### src/rtl/div_control.sv
// rtl/div_control.sv - sequential signed divider with a restoring core and sign fix-up
// Quotient truncates toward zero; remainder takes the dividend's sign.
module div_control #(
  parameter int WIDTH = 8
) (
  input  logic             clk,
  input  logic             Resetn,
  input  logic             Start,
  input  logic [WIDTH-1:0] Dividend,
  input  logic [WIDTH-1:0] Divisor,
  output logic [WIDTH-1:0] Quotient,
  output logic [WIDTH-1:0] Remainder,
  output logic             Finish,
  output logic             Busy,
  output logic             DivByZero,
  output logic             Overflow
);

  localparam int CW = $clog2(WIDTH);

  typedef enum logic [1:0] {IDLE, SHIFT, FIXUP, DONE} state_t;

  state_t           state, state_next;
  logic [WIDTH-1:0] q_reg, b_mag, r_reg;
  logic [CW-1:0]    cnt;
  logic             qsign, rsign, ovf_pend;

  logic             accept, div_zero_in, ovf_in;
  logic [WIDTH-1:0] dividend_mag, divisor_mag;
  logic [WIDTH:0]   r_shift, trial;
  logic [WIDTH-1:0] q_fix, r_fix;

  assign accept       = ((state == IDLE) || (state == DONE)) && Start;
  assign div_zero_in  = (Divisor == '0);
  assign ovf_in       = (Dividend == {1'b1, {(WIDTH-1){1'b0}}}) && (Divisor == '1);
  // Magnitude of the most negative value wraps to itself, which reads correctly as unsigned.
  assign dividend_mag = Dividend[WIDTH-1] ? -Dividend : Dividend;
  assign divisor_mag  = Divisor[WIDTH-1]  ? -Divisor  : Divisor;

  // The running remainder is always below the divisor, so it is stored narrow
  // and widened to the full partial-remainder width only for the trial subtract.
  assign r_shift = {r_reg, q_reg[WIDTH-1]};
  assign trial   = r_shift - {1'b0, b_mag};
  assign q_fix   = qsign ? -q_reg : q_reg;
  assign r_fix   = rsign ? -r_reg : r_reg;

  always_ff @(posedge clk) begin
    if (Resetn) state <= IDLE;
    else        state <= state_next;
  end

  always_comb begin
    state_next = state;
    case (state)
      IDLE, DONE: if (Start) state_next = div_zero_in ? DONE : SHIFT;
      SHIFT:      if (cnt == CW'(WIDTH - 1)) state_next = FIXUP;
      FIXUP:      state_next = DONE;
      default:    state_next = IDLE;
    endcase
  end

  always_comb begin
    Finish = (state == DONE);
    Busy   = (state == SHIFT) || (state == FIXUP);
  end

  always_ff @(posedge clk) begin
    if (Resetn) begin
      q_reg     <= '0;
      b_mag     <= '0;
      r_reg     <= '0;
      cnt       <= '0;
      qsign     <= 1'b0;
      rsign     <= 1'b0;
      ovf_pend  <= 1'b0;
      Quotient  <= '0;
      Remainder <= '0;
      DivByZero <= 1'b0;
      Overflow  <= 1'b0;
    end else if (accept) begin
      q_reg     <= dividend_mag;
      b_mag     <= divisor_mag;
      r_reg     <= '0;
      cnt       <= '0;
      qsign     <= Dividend[WIDTH-1] ^ Divisor[WIDTH-1];
      rsign     <= Dividend[WIDTH-1];
      ovf_pend  <= ovf_in;
      Overflow  <= 1'b0;
      DivByZero <= div_zero_in;
      if (div_zero_in) begin
        Quotient  <= '1;
        Remainder <= Dividend;
      end
    end else if (state == SHIFT) begin
      if (!trial[WIDTH]) begin
        r_reg <= trial[WIDTH-1:0];
        q_reg <= {q_reg[WIDTH-2:0], 1'b1};
      end else begin
        r_reg <= r_shift[WIDTH-1:0];
        q_reg <= {q_reg[WIDTH-2:0], 1'b0};
      end
      cnt <= cnt + 1'b1;
    end else if (state == FIXUP) begin
      Quotient  <= q_fix;
      Remainder <= r_fix;
      Overflow  <= ovf_pend;
    end
  end

endmodule

### config.mk
export PLATFORM = sky130hd
export DESIGN_NAME = div_control
export DESIGN_NICKNAME = d
export VERILOG_FILES = /design/src/rtl/div_control.sv
export SDC_FILE = /design/constraint.sdc
export NUM_CORES = 1
export LEC_CHECK = 0
export ABC_AREA = 1
export CORE_MARGIN = 2
export CORE_UTILIZATION = 51
export DETAILED_ROUTE_END_ITERATION = 10
export MAX_ROUTING_LAYER = met4
export PLACE_DENSITY = 0.77
export SLEW_MARGIN = 20
export SYNTH_ARGS = -nofsm -noshare
export SYNTH_HDL_FRONTEND = slang
export SYNTH_SLANG_ARGS = --single-unit
### constraint.sdc
create_clock -name clk -period 1.65 [get_ports clk]
set_input_delay 0.33 -clock clk [delete_from_list [all_inputs] [get_ports clk]]
set_output_delay 0.33 -clock clk [all_outputs]
set_load 0.1 [all_outputs]
==> parameters.txt, run 1 <==
Parameter                              Value

STA
  Slew Limit Fails    0
  Fin crit share    115.6%
  Sum of negative setup slack    -2.131 ns
  RSZ-0062 raised after global routing    yes
  Setup WS post-layout    -0.2568 ns
  Final hold violations    0
  Fin Hold WS    between 0.4 and 0.5 ns
  Peak Freq    roughly 520 MHz
  Worst rel slew slack    approximately three quarters
  Slew @ Worst Pin    between 0.3 and 0.4 ns
  Worst Clk Skew    between 0.01 and 0.015 ns
  Period minus WS final    approximately 1.9 ns
  Setup Viol. Count Final    15

Route
  Iter 0 DRT Violations    roughly 390
  Router iterations before antenna repair    6
  Via density    approximately 5.8
  Final antenna-violating net count    0
  WL per Instance    roughly 17 um
  WL final    roughly 11 mm
  Detailed-route via count    between 3000 and 4000
  Total DRC errors in the routed layout    0

GRT
  First-pass GRT wire length    about 16 mm
  Initial antenna violation count    0
  Sum of overflow across all layers after global routing    0
  Number of global-route vias before repair    approximately 3700
  Total GRT Usage    29.43%
  Largest net degree at the start of global routing    25

Placed design
  Port bufs    38
  Pre-CTS setup slack    -0.4638 ns
  Detailed placement HPWL    between 7 and 8 mm
  Post-DP Area    roughly 4400 um2
  Routability cong.    a little over 0.9

Critical path
  Class of the most critical setup path    flop to flop
  Max FO, Critical Path    5
  Data arrival time of the worst path    2.16 ns
  Type of origin of the critical path    flop
  R2R depth    14
  Crit end category    flop
  Required time at the worst-slack endpoint    1.90 ns

Synthesis
  Syn_area_per_cell    6.780 um2
  Flip-flop and latch count after synthesis    50
  Synthesized netlist net count    around 520
  Cell area after synthesis    around 3300 um2
  Syn Inst Count    between 400 and 500
  Area share of the largest cell type after synthesis    around 30%
  Share of the yosys chip area belonging to registers    30.44%
  Most area-consuming cells after synthesis    dfxtp_1, nand2_1, inv_1
  Synthesis warning total    0
  Number of different library cells in the post-synthesis netlist    between 40 and 50
  Synth area leader    dfxtp_1

Clocking
  Clock tree sinks    50
  Root buffer selected by CTS    clkbuf_8
  # H-tree levels    2
  Max Root-Sink Buffers    2
  Clock slew seen by the registers of the worst setup and hold paths    0.10 ns
  Clk Latency, worst-skew pair    between 0.3 and 0.4 ns
  Clock buffer count from CTS    5
  CTS tree    built

Die
  Starting Density    52.38%
  Core Rows    29
  Die area    between 7000 and 8000 um2
  Die height    ~84 um
  IO Pins    39
  Standard cell core area    6277 um2
  Die outline width    84.30 um

Finish
  Fillers    about 380
  Final antenna diode count    0
  Leading cell type in the layout, fill and taps excluded    nand2_1
  Multi-input gate area in the final layout    roughly 2200 um2
  Finished layout cell area    approximately 5000 um2
  # nets final    641
  Commonest cells after routing, fill and taps aside    nand2_1, buf_4, inv_1, dfxtp_1, nor2_1
  Sequential cell area    1005 um2
  Area growth from synthesis to layout    52.36%
  Ratio of cells with drive above 1 in the final layout    around a third

Outcome
  Violated checks    setup timing
  Run status    complete, but fails checks

Run
  Max-cap violations    0

Hold path
  Hold Path Cell Cnt    2
  Path class of the lowest-slack min-delay path    flop to flop
-- kinds of logic after synthesis --
group	after synthesis	share of synthesized area (%)
and+or+nand+nor	219	31.62
AOI/OAI and AO/OA	94	16.21
buffers and inverters	94	11.76
DFF	50	30.44
adders and majority gates	20	7.839
xor gates and xnor gates	8	2.131
-- critical path, stage by stage (launching register included) --
cell	delay (ns)
dfxtp_2	0.36
inv_2	0.06
ha_4	0.16
fa_2	0.34
inv_2	0.08
nand2_2	0.06
nand2_2	0.08
nand3_4	0.10
nand2_4	0.12
nand2_8	0.08
nand2_8	0.10
nand2_2	0.05
nand2_2	0.06
nand2_2	0.05
a21oi_2	0.12
-- synth_stat cells, drive strengths merged --
cell type	n
a21oi	31
a22oi	2
a31oi	5
a32o	1
buf	10
clkbuf	5
dfxtp	50
fa	1
ha	19
inv	79
nand2	109
nand3	40
nand3b	3
nand4	7
nor2	53
nor3	5
o211ai	3
o21a	1
o21ai	40
o221ai	2
o22ai	8
o41ai	1
or2	2
xnor2	3
xor2	5
-- through the flow --
step	std cells	utilization, %
after floorplan	485	-
after global placement	652	70.80
after detailed placement	652	70.80
after CTS	672	75.38
after global routing	680	79.81
final	680	79.81
-- metal layers --
metal	GRT usage, %	vias up	share of wire, %
li1	-	1821	-
met4	11.88	0	4.3
met1	32.52	1798	37
met5	-	-	0
met3	5.506	57	7.9
met2	51.95	241	51
-- area by class of cell --
cell class,count,area share (%)
sequential,50,20.05
multi-input combinational,344,43.78
tap,77,1.923
clock inverter,3,0.8741
timing repair buffer,122,25.60
clock buffer,5,1.374
inverter,79,6.394
-- path summary, 6_finish.rpt --
kind,startpoint,endpoint,slack [ns]
setup / recovery,q_reg[7],r_reg[7],-0.26
hold / removal,cnt[1],cnt[1],0.48
setup reg to reg,q_reg[7],r_reg[7],-0.26
hold reg to reg,cnt[1],cnt[1],0.48
-- timing repair --
| item | 4_1_cts | 5_1_grt |
|---|---|---|
| gates resized for setup | 23 | 58 |
| gates cloned | 2 | 2 |
| setup endpoints to repair | 26 | 40 |
| setup buffers | 10 | 7 |
| pin swaps | 13 | 23 |
| hold buffers | 0 | 0 |
Power of run 1 is not shown: default switching activity piles up to over one toggle a cycle in this logic, so the estimate is an artifact.
==> inputs of run 2 (changes only) <==
--- a/config.mk
+++ b/config.mk
@@ -6,6 +6,7 @@
 export NUM_CORES = 1
 export LEC_CHECK = 0
 export ABC_AREA = 1
+export ABC_CLOCK_PERIOD_IN_PS = 1650
 export CORE_MARGIN = 2
 export CORE_UTILIZATION = 51
 export DETAILED_ROUTE_END_ITERATION = 10
==> results of run 2 <==
No change in the layout: final DEF, timing and power equal those of run 1.
Power of run 2 is left out for the same reason.
==> inputs of run 3 (changes only) <==
--- a/config.mk
+++ b/config.mk
@@ -7,6 +7,7 @@
 export LEC_CHECK = 0
 export ABC_AREA = 1
 export ABC_CLOCK_PERIOD_IN_PS = 1650
+export CORE_ASPECT_RATIO = 0.75
 export CORE_MARGIN = 2
 export CORE_UTILIZATION = 51
 export DETAILED_ROUTE_END_ITERATION = 10
==> parameters.txt, run 3 (same netlist as run 1, synthesis figures left out) <==
Parameter                              Value

Critical path
  Slack of the worst reg-to-reg path    -0.26 ns
  Max FO, Critical Path    5
  Family with the most delay on the worst path    simple AND/OR/NAND/NOR gates
  Worst reg2reg path endpoint    r_reg[4]
  Required time at the worst-slack endpoint    1.90 ns
  Peak per-stage delay on the critical path    between 0.3 and 0.4 ns
  Type of origin of the critical path    flop
  Data arrival time of the worst path    around 2.2 ns
  R2R depth    12
  Crit end category    flop
  CP Buf/Inv Count    2
  Critical R2R Launch    q_reg[7]
  Worst path most repeated cell    nand2_2
  Worst-path cell with the longest stage delay    dfxtp_2
  Class of the most critical setup path    flop to flop
  Cells traversed along the worst timing path    inv_2 -> ha_4 -> fa_2 -> inv_2 -> nand2_2 -> nand2_2 -> nand3_4 -> nand2_4 -> nand2_2 -> nand3_1 -> nand3_1 -> a21oi_1

Clocking
  Max Root-Sink Buffers    2
  Clock buffer count from CTS    5
  Root buffer selected by CTS    clkbuf_8
  # H-tree levels    2
  CTS hold repair buffers    0
  Clock tree sinks    50
  CTS tree    built
  Clock slew seen by the registers of the worst setup and hold paths    approximately 0.10 ns
  Clk Latency, worst-skew pair    0.31 ns

STA
  Peak Freq    roughly 520 MHz
  Worst rel slew slack    72.29%
  Worst Clk Skew    ~0.0087 ns
  Period minus WS final    1.910 ns
  Final hold violations    0
  Setup Viol. Count Final    10
  Setup WS post-layout    -0.2601 ns
  Slew @ Worst Pin    0.4151 ns
  Slew Limit Fails    0
  RSZ-0062 raised after global routing    yes
  Fin crit share    115.8%

Die
  Die area    just over 7000 um2
  Core Rows    25
  Standard cell core area    6256 um2
  IO Pins    39
  Die outline width    96.72 um
  Die height    73.54 um
  Starting Density    52.56%

Finish
  Fillers    approximately 420
  Area growth from synthesis to layout    48.59%
  Number of non-filler instances in the completed layout    683
  # nets final    640
  Final antenna diode count    0
  Commonest cells after routing, fill and taps aside    nand2_1, buf_4, inv_1, dfxtp_1, nor2_1
  Leading cell type in the layout, fill and taps excluded    nand2_1
  Ratio of cells with drive above 1 in the final layout    between 20% and 30%
  Finished layout cell area    4886 um2

Outcome
  Violated checks    setup timing
  Run status    complete, but fails checks

GRT
  Total GRT Usage    28.69%
  Largest net degree at the start of global routing    20
  Sum of overflow across all layers after global routing    0
  Number of global-route vias before repair    roughly 3500
  First-pass GRT wire length    16.10 mm
  Initial antenna violation count    0

Placed design
  Placed cell count    between 600 and 700
  Pre-CTS setup slack    -0.4704 ns
  Detailed placement HPWL    7.334 mm
  Port bufs    38
  Post-DP Area    ~4500 um2
  Routability cong.    0.9237

Hold path
  Worst Hold Endpoint    Overflow
  Hold Path Cell Cnt    2
  Path class of the lowest-slack min-delay path    flop to flop
  Min-delay src    ovf_pend

Route
  Via density    roughly 5.6
  WL final    ~10 mm
  Router iterations before antenna repair    5
  Detailed-route via count    about 3800
  WL per Instance    between 15 and 20 um
  Final antenna-violating net count    0
  Total DRC errors in the routed layout    0
  Iter 0 DRT Violations    353

Run
  Max-cap violations    0
-- run 3: cell types whose count changed in the layout (fill, tap and decap cells not counted), moves of 3 or more --
cell / delta
nand2_1: +7
nand2_2: -8
nor2_1: +3
nor2_2: -3
o21ai_0: +3
o21ai_2: -5
-- run 3: layout make-up --
cell class	count	area [um2]	share of cell area [%]
clock buffers	5	68.82	1.408
clock inverters	3	43.79	0.8963
inverters	79	317.8	6.504
multi-input cells	345	2126	43.51
flip-flops and latches	50	1007	20.61
well taps	81	101.3	2.074
repair buffers	120	1221	24.99
-- run 3: layer usage --
metal	vias to the layer above	track usage, %	routed length [um]
met4	0	7.981	174
met2	198	46.06	4703
met3	23	4.377	930
met5	-	-	0
met1	1762	38.18	4549
li1	1820	-	-
-- run 3: worst max-delay path by stage --
stage                     cells after the start       start  slack (ns)      endpoint
final                                        12    q_reg[7]       -0.26      r_reg[4]
after global routing                         12    q_reg[7]       -0.31      r_reg[4]
after CTS                                    14    q_reg[7]       -0.19      r_reg[7]
after detailed placement                     12  Divisor[0]       -0.47   Quotient[6]
after global placement                       12  Divisor[0]       -0.36  Remainder[6]
after floorplan                               7    state[0]       -0.11      state[1]
-- run 3: tightest hold or removal path, stage by stage, from the launching register on --
cell and delay (ns):
dfxtp_1 0.33, nand2_1 0.06, a21oi_1 0.06
-- run 3: what timing repair did --
action,4_1_cts,5_1_grt
resized for setup,22,32
cloned,4,0
setup buffers,5,3
pin swaps,7,7
endpoints found under the setup margin,25,28
-- run 3: through the flow --
step	TNS (ns)	hold slack, ns	utilization [%]
6_report	-1.724	0.4828	78.10
3_5_place_dp	-10.05	0.4681	71.88
3_3_place_gp	-7.568	0.4392	71.88
5_1_grt	-2.528	0.5055	78.10
2_1_floorplan	-0.3951	0.3994	-
4_1_cts	-1.427	0.4828	75.88
Power of run 3 is left out for the same reason.
